==> src/rtl/div.sv <==
// Iterative 32-bit signed/unsigned divider: one restoring step per clock,
// result packed as {remainder, quotient}, with cancel and divide-by-zero handling.
module div (
    input  logic        clk,
    input  logic        rst,
    input  logic        signed_div_i,
    input  logic [31:0] opdata1_i,
    input  logic [31:0] opdata2_i,
    input  logic        start_i,
    input  logic        annul_i,
    output logic [63:0] result_o,
    output logic        ready_o
);

    // state   | meaning
    // FREE    | idle, waiting for start_i
    // BY_ZERO | divisor was zero, result forced to 0 next edge
    // ON      | shift/subtract iterations, counter 0..32
    // END     | result valid, held until start_i drops
    typedef enum logic [1:0] {
        FREE    = 2'd0,
        BY_ZERO = 2'd1,
        ON      = 2'd2,
        END     = 2'd3
    } state_t;

    state_t      state_q;
    logic [5:0]  cnt_q;
    logic [64:0] work_q;
    logic [31:0] divisor_q;
    logic        neg_quot_q;
    logic        neg_rem_q;
    logic [63:0] result_q;
    logic        ready_q;

    logic [31:0] abs_dividend_d;
    logic [31:0] abs_divisor_d;
    logic [32:0] diff_d;
    logic [31:0] quot_d;
    logic [31:0] rem_d;

    always_comb begin
        abs_dividend_d = (signed_div_i && opdata1_i[31]) ? (~opdata1_i + 32'd1) : opdata1_i;
        abs_divisor_d  = (signed_div_i && opdata2_i[31]) ? (~opdata2_i + 32'd1) : opdata2_i;
        diff_d         = {1'b0, work_q[63:32]} - {1'b0, divisor_q};
        // Sign fix-up uses the operand signs captured at acceptance, not the live inputs.
        quot_d         = neg_quot_q ? (~work_q[31:0] + 32'd1)  : work_q[31:0];
        rem_d          = neg_rem_q  ? (~work_q[64:33] + 32'd1) : work_q[64:33];
    end

    always_ff @(posedge clk or posedge rst) begin
        if (rst) begin
            state_q    <= FREE;
            cnt_q      <= 6'd0;
            work_q     <= 65'd0;
            divisor_q  <= 32'd0;
            neg_quot_q <= 1'b0;
            neg_rem_q  <= 1'b0;
            result_q   <= 64'd0;
            ready_q    <= 1'b0;
        end else begin
            case (state_q)
                FREE: begin
                    ready_q  <= 1'b0;
                    result_q <= 64'd0;
                    if (start_i && !annul_i) begin
                        if (opdata2_i == 32'd0) begin
                            state_q <= BY_ZERO;
                        end else begin
                            state_q    <= ON;
                            cnt_q      <= 6'd0;
                            work_q     <= {32'd0, abs_dividend_d, 1'b0};
                            divisor_q  <= abs_divisor_d;
                            neg_quot_q <= signed_div_i && (opdata1_i[31] ^ opdata2_i[31]);
                            neg_rem_q  <= signed_div_i && opdata1_i[31];
                        end
                    end
                end
                BY_ZERO: begin
                    if (annul_i) begin
                        state_q <= FREE;
                    end else begin
                        state_q  <= END;
                        result_q <= 64'd0;
                        ready_q  <= 1'b1;
                    end
                end
                ON: begin
                    if (annul_i) begin
                        state_q <= FREE;
                        cnt_q   <= 6'd0;
                        work_q  <= 65'd0;
                        ready_q <= 1'b0;
                    end else if (!cnt_q[5]) begin
                        if (diff_d[32]) begin
                            work_q <= {work_q[63:0], 1'b0};
                        end else begin
                            work_q <= {diff_d[31:0], work_q[31:0], 1'b1};
                        end
                        cnt_q <= cnt_q + 6'd1;
                    end else begin
                        state_q  <= END;
                        result_q <= {rem_d, quot_d};
                        ready_q  <= 1'b1;
                    end
                end
                END: begin
                    if (!start_i) begin
                        state_q  <= FREE;
                        ready_q  <= 1'b0;
                        result_q <= 64'd0;
                        cnt_q    <= 6'd0;
                    end
                end
                default: state_q <= FREE;
            endcase
        end
    end

    assign result_o = result_q;
    assign ready_o  = ready_q;

endmodule
==> config.mk <==
export PLATFORM = sky130hd
export DESIGN_NAME = div
export DESIGN_NICKNAME = d
export VERILOG_FILES = /design/src/rtl/div.sv
export SDC_FILE = /design/constraint.sdc
export NUM_CORES = 1
export LEC_CHECK = 0
export BUFFER_PORTS_ARGS = -buffer_cell sky130_fd_sc_hd__buf_2
export CAP_MARGIN = 10
export CORE_ASPECT_RATIO = 1.75
export CORE_MARGIN = 2
export CORE_UTILIZATION = 50
export CTS_CLUSTER_SIZE = 30
export DETAILED_ROUTE_END_ITERATION = 10
export PLACE_DENSITY_LB_ADDON = 0.25
export REMOVE_ABC_BUFFERS = 1
export SLEW_MARGIN = 10
export SYNTH_ARGS = -nofsm -noshare
export SYNTH_HDL_FRONTEND = slang
export SYNTH_SLANG_ARGS = --single-unit
==> constraint.sdc <==
create_clock -name clk -period 8.1 [get_ports clk]
set_clock_uncertainty 0.2 [all_clocks]
set_input_delay 0 -clock clk [delete_from_list [all_inputs] [get_ports clk]]
set_output_delay 0 -clock clk [all_outputs]
set_load 0.1 [all_outputs]
==> results by group, run 1 <==
Synthesis
  • Synth top area cells: dfrtp_1, o21ai_0, xor2_1
  • Post-synth top area cell: dfrtp_1
  • Synth warn: 0
  • Distinct cells, synth: between 60 and 70
  • Syn Std Cell Area: roughly 11000 sq um
  • Sequential area share after synthesis: 0.382
  • Synthesis-stage register bit count: about 170
  • Synth top area share: 0.382
  • Synthesized area per cell: around 8.4 sq um
  • Main synth FF type: dfrtp_1
  • Async S/R FF share, synth: 1.00
  • Synth Instances: around 1.3k
  • Post-synth EDFFs: 0

Global route
  • Pin count of the biggest net entering global routing: between 100 and 150
  • Total GRT Usage: 0.248
  • Initial antenna violation count: 0
  • First-pass GRT wire length: around 48 mm
  • Vias in the first global route: 9935
  • GRT overflow: 0

Setup path
  • Crit Path Class: in -> reg
  • R2R cell count: 10
  • Cell count along the critical path: 10
  • Cells along the critical path: dlygate4sd3_1, buf_2, nor4_2, and3_1, nand3_1, nor4_4, a21oi_1, a31oi_4, buf_4, mux2_2
  • CP bufs+invs: 3
  • Top delay family on crit path: simple AND/OR/NAND/NOR gates
  • Worst setup SP type: input pin
  • Setup slack, reg-to-reg: just over 4 ns
  • Max FO, Critical Path: a little over 60
  • WP data required: slightly above 8 ns
  • CP max stage delay: roughly 0.84 ns
  • Arrival time worst endpoint: roughly 4.3 ns
  • Critical path endpoint category: flop
  • Crit-path slowest cell: a31oi_4

Routing
  • DRC viols: 0
  • Mean routed wirelength per cell: between 15 and 20 um
  • Post-route ant nets: 0
  • Initial DRC Count: around 600
  • DR vias/cell: 5.53
  • Router iterations before antenna repair: 5
  • WL final: between 20 and 30 mm
  • Total number of vias: 10.2k

Power
  • Power Density: 284 nW/um^2
  • Worst IR Drop VDD: ~180 uV
  • Int Pwr: 2.22 mW
  • Leakage: 6.35 nW
  • Clk pwr share: 0.221
  • Sw Pwr: roughly 1.7 mW
  • Sequential share of power: 0.311
  • Combinational power share: 0.468
  • Switching Fraction: 0.428

Outcome
  • Status: finished, final reports clean

Floorplan
  • # IOs: between 100 and 150
  • FP Rows: a little over 70
  • Die X: between 100 and 150 um
  • Core area: ~22000 sq um
  • Initial Util: 0.510
  • Die area: between 20000 and 25000 sq um
  • Die extent in y: roughly 200 um

Final layout
  • Share of layout cells above drive strength 1: 0.129
  • # diodes: 0
  • Commonest non-fill, non-tap cell in the layout: nand2_1
  • Most frequent cells in the layout: nand2_1, o21ai_0, dfrtp_1
  • Area Overhead vs Synth: 21.4%
  • Total Nets Final: roughly 1.6k
  • Number of fill cells: roughly 2k
  • Register area: roughly 4300 sq um
  • Multi-input gate area in the final layout: 6440 sq um

STA
  • Slew Viols, Final: 0
  • Minimum clock period: ~4.1 ns
  • F_max: about 240 MHz
  • Slew headroom: 0.349
  • Hold WS: 0.0756 ns
  • Setup TNS: 0 ns
  • Endpoints failing hold: 0
  • Actual slew at the worst max-slew pin: between 0.9 and 1 ns
  • Final setup violation count: 0
  • Period utilization: 0.511
  • RSZ-0062 raised after global routing: false

Clock network
  • Sink Count: ~170
  • H-tree levels: 4
  • CTS Buffer Depth: 2
  • Skew-Pair Late Insertion Delay: 0.45 ns
  • CTS Buf Count: 17
  • Root buffer cell: clkbuf_16
  • Post-CTS sizing: 0
  • CTS tree: built
  • Worst-path clk slew: 0.07 ns

Place
  • Final Wtd Congestion: between 0.8 and 0.9
  • Final HPWL DP: between 20 and 25 mm
  • PortBufs: 133

Run
  • Max-capacitance violation count: 0

Hold path
  • Hold Path Class: in -> reg
  • Hold Path Stages: 4
==> synthesized netlist by cell type (9+ instances only) <==
cell type,n
nor3_1,21
inv_1,63
a21o_1,15
clkbuf_1,44
xor2_1,91
a22oi_1,29
dfrtp_1,172
a21oi_1,93
o21ai_0,177
xnor2_1,55
mux2i_1,18
nor2_1,84
nand3_1,16
a31oi_1,9
or4_1,9
o41ai_1,11
buf_2,12
or3_1,11
nand2_1,207
nor2b_1,10
ha_1,44
o31ai_1,28
==> path summary, 6_finish.rpt <==
kind                                   start           end
max in group asynchronous                rst    work_q[42]
worst max-delay path            opdata2_i[5]    work_q[23]
min in group asynchronous                rst  result_o[26]
worst min register to register  result_o[21]  result_o[21]
worst min-delay path            signed_div_i    work_q[32]
worst max register to register    work_q[47]    work_q[61]
==> tightest hold or removal path, stage by stage <==
cell	delay [ns]
buf_2	0.16
o31ai_1	0.08
a32oi_1	0.23
o21ai_0	0.19
==> final cells by class <==
type	instances	area share
Multi-Input combinational cell	1036	0.471
Sequential cell	172	0.315
Timing Repair Buffer	238	0.124
Inverter	64	0.0179
Clock buffer	17	0.0311
Tap cell	296	0.0271
Clock inverter	15	0.0136
==> per-layer routing <==
metal	up-vias	routed length (um)	global-route usage
met4	0	1440	0.142
met3	81	777	0.0289
met1	4783	10900	0.256
li1	5068	-	-
met2	237	15900	0.479
met5	-	0	0
==> power by group through the flow <==
| stage | registers [mW] | logic, mW | clock network, mW |
|---|---|---|---|
| 2_1_floorplan | 1.23 | 1.28 | 0 |
| 3_3_place_gp | 1.21 | 1.73 | 0 |
| 3_5_place_dp | 1.22 | 1.77 | 0 |
| 4_1_cts | 1.20 | 1.82 | 0.869 |
| 5_1_grt | 1.23 | 2.04 | 0.907 |
| 6_report | 1.21 | 1.82 | 0.859 |
==> flip-flops by register name (all words and copies together) (netlist names) <==
| register | flops |
|---|---|
| work_q | 65 |
| ready_o | 1 |
| cnt_q | 6 |
| neg_quot_q | 1 |
| result_o | 64 |
| neg_rem_q | 1 |
| divisor_q | 32 |
| state_q | 2 |
==> kinds of logic (layout without fill, tap and decap cells) <==
kind of cell,Yosys count,count (layout),synth area share
XOR/XNOR,146,146,0.114
flip-flops,172,172,0.382
multiplexers,20,20,0.0180
buffers and inverters,130,334,0.0476
AO/OA/AOI/OAI,416,416,0.222
AND/OR/NAND/NOR,409,409,0.165
adder cells (fa/ha/maj),45,45,0.0507
==> through the flow <==
stage               power, mW   util  setup WS [ns]  cell area, sq um  std cells
floorplan                2.51      -           3.24             11000       1272
global placement         2.94  0.548           4.12             12100       1711
detailed placement       2.99  0.548           4.07             12100       1711
CTS                      3.90  0.619           4.01             13700       1837
global route             4.18  0.619           3.67             13700       1838
finish                   3.89  0.619           3.96             13700       1838
==> timing repair <==
action,CTS,global route
endpoints found under the hold margin,181,0
hold buffers,94,0
setup buffers,0,0
Power figures use the tool's default switching activity.
==> run 2: changes to the inputs <==
==> constraint.sdc (replaced) <==
create_clock -name clk -period 4.33 [get_ports clk]
set_clock_uncertainty 0.2 [all_clocks]
set_input_delay 0 -clock clk [delete_from_list [all_inputs] [get_ports clk]]
set_output_delay 0 -clock clk [all_outputs]
set_load 0.1 [all_outputs]
==> run 2 against run 1 <==
Effect of this change: first-iteration DRC count is 0.50% lower; setup slack worse by 3.6 ns; final cell count is 0.33% higher; flip-flop and latch count stayed put; global-route usage is 0.084 points higher; clock-buffer cell count is 1 higher; design area is 0.78% higher; critical endpoint is now work_q[54]; largest power group unchanged.
==> results by group, run 2 (same netlist as run 1, synthesis figures left out) <==
Routing
  • WL final: a little under 30 mm
  • Total number of vias: 10.2k
  • Initial DRC Count: between 500 and 600
  • Router iterations before antenna repair: 5
  • DRT met1 WL: roughly 11 mm
  • DRC viols: 0
  • Post-route ant nets: 0
  • Metal3 WL: 766 um
  • DR vias/cell: 5.51
  • Mean routed wirelength per cell: between 15 and 20 um
  • WL met2: around 16 mm
  • Max Used Layer: met4

Final layout
  • Share of layout cells above drive strength 1: 0.130
  • # diodes: 0
  • Final instance area: around 14000 sq um
  • Max FFs per register: 65
  • Most frequent cells in the layout: nand2_1, o21ai_0, dfrtp_1
  • Commonest non-fill, non-tap cell in the layout: nand2_1
  • Area Overhead vs Synth: 22.4%
  • Largest reg by FF count: work_q
  • Total Nets Final: about 1.6k

Clock network
  • CTS tree: built
  • Post-CTS sizing: 0
  • Skew-Pair Late Insertion Delay: about 0.45 ns
  • Sink Count: around 170
  • Root buffer cell: clkbuf_16
  • Worst-path clk slew: approximately 0.070 ns
  • CTS Buffer Depth: 2
  • CTS Buf Count: 17
  • H-tree levels: 4

Setup path
  • R2R Path Start: work_q[47]
  • Critical path endpoint category: flop
  • Crit. Startpoint: work_q[47]
  • Crit Path Class: reg -> reg
  • Arrival time worst endpoint: about 4 ns
  • Cells along the critical path: ha_1, a21oi_1, o21ai_0, or3_1, a311oi_1, o31ai_1, a221o_1, buf_4, mux2i_1, a22o_1
  • Max FO, Critical Path: 27
  • WP data required: about 4.5 ns
  • CP max stage delay: 0.58 ns
  • Crit-path slowest cell: a311oi_1
  • Worst setup SP type: flop

Floorplan
  • # IOs: around 130
  • Die area: 23800 sq um
  • Initial Util: 0.510
  • Core area: around 22000 sq um
  • Die extent in y: 203 um
  • FP Rows: slightly above 70
  • Die X: 117 um

Global route
  • Total GRT Usage: 0.249
  • Initial antenna violation count: 0
  • Vias in the first global route: roughly 10k
  • GRT overflow: 0
  • Pin count of the biggest net entering global routing: 111
  • First-pass GRT wire length: a little under 50 mm

Place
  • PortBufs: ~130
  • Final Wtd Congestion: between 0.8 and 0.9
  • Placed cell area: roughly 12000 sq um
  • Final HPWL DP: 22.1 mm
  • DP Worst Slack: between 0.4 and 0.5 ns

STA
  • Final setup violation count: 0
  • Slew headroom: 0.285
  • F_max: ~250 MHz
  • Endpoints failing hold: 0
  • Final setup margin: 0.396 ns
  • RSZ-0062 raised after global routing: false
  • Slew Viols, Final: 0
  • Setup TNS: 0 ns
  • Minimum clock period: roughly 3.9 ns
  • Period utilization: 0.909
  • Actual slew at the worst max-slew pin: 1.07 ns

Outcome
  • Status: finished, final reports clean

Power
  • Leakage: between 6 and 7 nW
  • Total power: roughly 7.4 mW
  • Worst IR Drop VDD: between 300 and 400 uV
  • Power Density: roughly 540 nW/um^2

Hold path
  • Hold Path Class: in -> reg
  • Hold Path Origin: opdata1_i[31]

Run
  • Max-capacitance violation count: 0
run 2: cell types whose count changed in the layout (fill, tap and decap cells not counted):
cell / before / now
clkbuf_8: 0 / 1
clkinvlp_4: 4 / 0
clkinv_2: 1 / 4
buf_12: 1 / 2
dlygate4sd3_1: 94 / 97
buf_4: 10 / 12
bufinv_16: 3 / 5
clkinv_4: 3 / 2
inv_6: 5 / 4
run 2: repair_timing:
| action | in CTS | in global routing |
|---|---|---|
| hold buffers | 97 | 0 |
| buffers inserted | 0 | 0 |
| hold endpoints to repair | 186 | 0 |
run 2: worst max-delay path: cells and delay by family (launching register included):
kind,cells,cell delay [ns]
DFF,1,0.45
muxes,1,0.16
adders and majority gates,1,0.41
AOI/OAI and AO/OA,6,1.96
and+or+nand+nor,1,0.34
buffers and inverters,1,0.30
run 2: path summary, 6_finish.rpt:
kind                           endpoint  slack (ns)  cells past startpoint
max                          work_q[54]        0.40                     10
min                          work_q[32]        0.04                      3
max reg2reg                  work_q[54]        0.40                     10
min reg2reg                 result_o[6]        0.27                      2
max in group asynchronous  divisor_q[7]        2.79                      4
min in group asynchronous  result_o[26]        0.12                      3
run 2: power by group:
group	switching (mW)	leakage [nW]	total (mW)	internal (mW)
Sequential	0.303	2.25	2.25	1.94
Combinational	2.15	3.84	3.49	1.35
Clock	0.670	0.325	1.71	1.04
Total	3.12	6.42	7.45	4.33
run 2: routing by layer:
metal	track usage	vias up
met4	0.110	0
met3	0.0357	57
met1	0.255	4814
met2	0.493	216
met5	0	-
li1	-	5078
run 2: area by class of cell:
| class | instances | area (sq um) |
|---|---|---|
| Clock inverter | 14 | 214 |
| Multi-Input combinational cell | 1036 | 6440 |
| Inverter | 64 | 245 |
| Tap cell | 296 | 370 |
| Clock buffer | 18 | 439 |
| Sequential cell | 172 | 4300 |
| Timing Repair Buffer | 244 | 1770 |
| Fill cell | 1967 | 8290 |
run 2: through the flow:
stage,hold WS [ns],std cells,utilization
2_1_floorplan,-0.0640,1272,-
3_3_place_gp,0.0921,1715,0.551
3_5_place_dp,0.0953,1715,0.551
4_1_cts,0.0537,1844,0.624
5_1_grt,0.0338,1844,0.624
6_report,0.0359,1844,0.624
==> run 3: changes to the inputs <==
--- a/config.mk
+++ b/config.mk
@@ -5,13 +5,13 @@
 export SDC_FILE = /design/constraint.sdc
 export NUM_CORES = 1
 export LEC_CHECK = 0
-export BUFFER_PORTS_ARGS = -buffer_cell sky130_fd_sc_hd__buf_2
 export CAP_MARGIN = 10
 export CORE_ASPECT_RATIO = 1.75
 export CORE_MARGIN = 2
 export CORE_UTILIZATION = 50
 export CTS_CLUSTER_SIZE = 30
 export DETAILED_ROUTE_END_ITERATION = 10
+export DONT_BUFFER_PORTS = 1
 export PLACE_DENSITY_LB_ADDON = 0.25
 export REMOVE_ABC_BUFFERS = 1
 export SLEW_MARGIN = 10
==> run 3 against run 2 <==
Effect of this change: clock-buffer cell count grew 5; flip-flop and latch count did not move; worst hold slack got worse by 0.027 ns; register-to-register slack better by 0.05 ns; final cell count fell by 6.3%; fmax grew 1.3%; critical path type unchanged; highest routed layer unchanged.
==> results by group, run 3 (same netlist as run 1, synthesis figures left out) <==
Outcome
  • Status: finished, final reports clean

Hold path
  • Hold Path Stages: 6
  • Hold Path Class: in -> reg
  • Hold Path Origin: opdata1_i[2]
  • Hold EP: work_q[13]

Routing
  • DR vias/cell: about 5.7
  • Post-route ant nets: 0
  • Total number of vias: 9820
  • Router iterations before antenna repair: 5
  • DRC viols: 0
  • Max Used Layer: met4
  • WL final: about 29 mm
  • Mean routed wirelength per cell: about 17 um
  • DRT met1 WL: between 10 and 15 mm
  • Metal3 WL: 1.04 mm
  • Initial DRC Count: just over 700
  • WL met2: roughly 16 mm

Global route
  • GRT overflow: 0
  • Initial antenna violation count: 0
  • First-pass GRT wire length: 48.4 mm
  • Vias in the first global route: between 9k and 10k
  • Total GRT Usage: 0.252
  • Pin count of the biggest net entering global routing: 105

Setup path
  • Top delay family on crit path: compound AO/OA/AOI/OAI gates
  • Crit-path slowest cell: a221o_1
  • WP data required: roughly 4.4 ns
  • Critical path endpoint category: flop
  • Arrival time worst endpoint: slightly below 4 ns
  • Cells along the critical path: ha_1, a21oi_1, o21ai_0, or3_1, a311oi_1, o31ai_1, a221o_1, nand2_1, o221ai_1
  • Max FO, Critical Path: 13
  • Worst setup SP type: flop
  • Setup slack, reg-to-reg: between 0.4 and 0.5 ns
  • R2R Path Start: work_q[47]
  • Crit Path Class: reg -> reg
  • CP bufs+invs: 0
  • Worst R2R End: work_q[60]
  • R2R cell count: 9
  • CP max stage delay: ~0.52 ns

Power
  • Int Pwr: 4.09 mW
  • Switching Fraction: 0.430
  • Power Density: roughly 540 nW/um^2
  • Combinational power share: 0.463
  • Leakage: 5.80 nW
  • Clk pwr share: 0.207
  • Worst IR Drop VDD: between 300 and 400 uV
  • Sw Pwr: a little over 3 mW
  • Sequential share of power: 0.330

Final layout
  • Largest reg by FF count: work_q
  • Most frequent cells in the layout: nand2_1, o21ai_0, dfrtp_1
  • Final Util: 0.597
  • Max FFs per register: 65
  • # diodes: 0
  • Area Overhead vs Synth: 17.1%
  • Total Nets Final: roughly 1.5k
  • Number of fill cells: approximately 2k
  • Share of layout cells above drive strength 1: 0.0468
  • Commonest non-fill, non-tap cell in the layout: nand2_1

Run
  • Max-capacitance violation count: 0

Clock network
  • Root buffer cell: clkbuf_16
  • Sink Count: between 150 and 200
  • CTS Buffer Depth: 2
  • Skew-Pair Late Insertion Delay: roughly 0.44 ns
  • CTS tree: built
  • Post-CTS sizing: 0
  • CTS Buf Count: 17
  • Worst-path clk slew: ~0.070 ns
  • Setup Fix Bufs, Post-CTS: 0
  • H-tree levels: 4
  • # hold bufs at CTS: 112

Floorplan
  • Initial Util: 0.510
  • Die extent in y: around 200 um
  • Core area: ~22000 sq um
  • Die area: 23800 sq um
  • # IOs: 134
  • FP Rows: around 70
  • Die X: 117 um

STA
  • F_max: 258 MHz
  • RSZ-0062 raised after global routing: false
  • Period utilization: 0.897
  • Actual slew at the worst max-slew pin: around 1.0 ns
  • Final setup margin: between 0.4 and 0.5 ns
  • Slew headroom: 0.321
  • Endpoints failing hold: 0
  • Final setup violation count: 0
  • Minimum clock period: just under 4 ns
  • Slew Viols, Final: 0

Place
  • Final Wtd Congestion: 0.917
  • Final HPWL DP: 21.5 mm
  • PortBufs: 0
  • DP Worst Slack: 0.498 ns
-- run 3: worst max path at each step --
stage / slack [ns] / cells past startpoint / end / start
after floorplan: -0.53 / 1 / cnt_q[0] / rst
after global placement: 0.64 / 9 / work_q[60] / work_q[47]
after detailed placement: 0.50 / 9 / work_q[50] / work_q[47]
after CTS: 0.47 / 9 / work_q[60] / work_q[47]
after global routing: 0.17 / 9 / work_q[60] / work_q[47]
final: 0.45 / 9 / work_q[60] / work_q[47]
-- run 3: cell type report --
cell class,count,area [sq um],share of cell area
repair buffers,128,1260,0.0953
clock inverters,9,88.8,0.00674
multi-input cells,1036,6440,0.488
well taps,296,370,0.0281
inverters,64,245,0.0186
clock buffers,23,478,0.0363
flip-flops and latches,172,4300,0.327
-- run 3: power groups by stage --
| stage | sequential, mW | combinational, mW | clock, mW |
|---|---|---|---|
| 2_1_floorplan | 2.31 | 2.39 | 0 |
| 6_report | 2.37 | 3.32 | 1.48 |
| 4_1_cts | 2.36 | 3.32 | 1.51 |
| 5_1_grt | 2.42 | 3.71 | 1.58 |
| 3_5_place_dp | 2.39 | 3.16 | 0 |
| 3_3_place_gp | 2.38 | 3.12 | 0 |
-- run 3: metrics by stage --
step                      hold slack (ns)  cells  cell area (sq um)  setup TNS [ns]  power (mW)
after floorplan                   -0.0640   1272              11000          -91.18        4.70
after global placement            -0.0593   1583              11500               0        5.50
after detailed placement          -0.0583   1583              11500               0        5.55
after CTS                        0.000523   1727              13200               0        7.18
after global routing               0.0846   1728              13200               0        7.70
final                             0.00911   1728              13200               0        7.17
-- run 3: tightest hold or removal path: cells and delay by family --
family,cells,cell delay (ns)
and+or+nand+nor,3,0.26
AOI/OAI and AO/OA,2,0.21
xor gates and xnor gates,1,0.13
-- run 3: routing by layer --
| layer | GRT usage | vias to the layer above |
|---|---|---|
| met5 | 0 | - |
| li1 | - | 4847 |
| met1 | 0.251 | 4647 |
| met3 | 0.0427 | 72 |
| met2 | 0.494 | 254 |
| met4 | 0.126 | 0 |
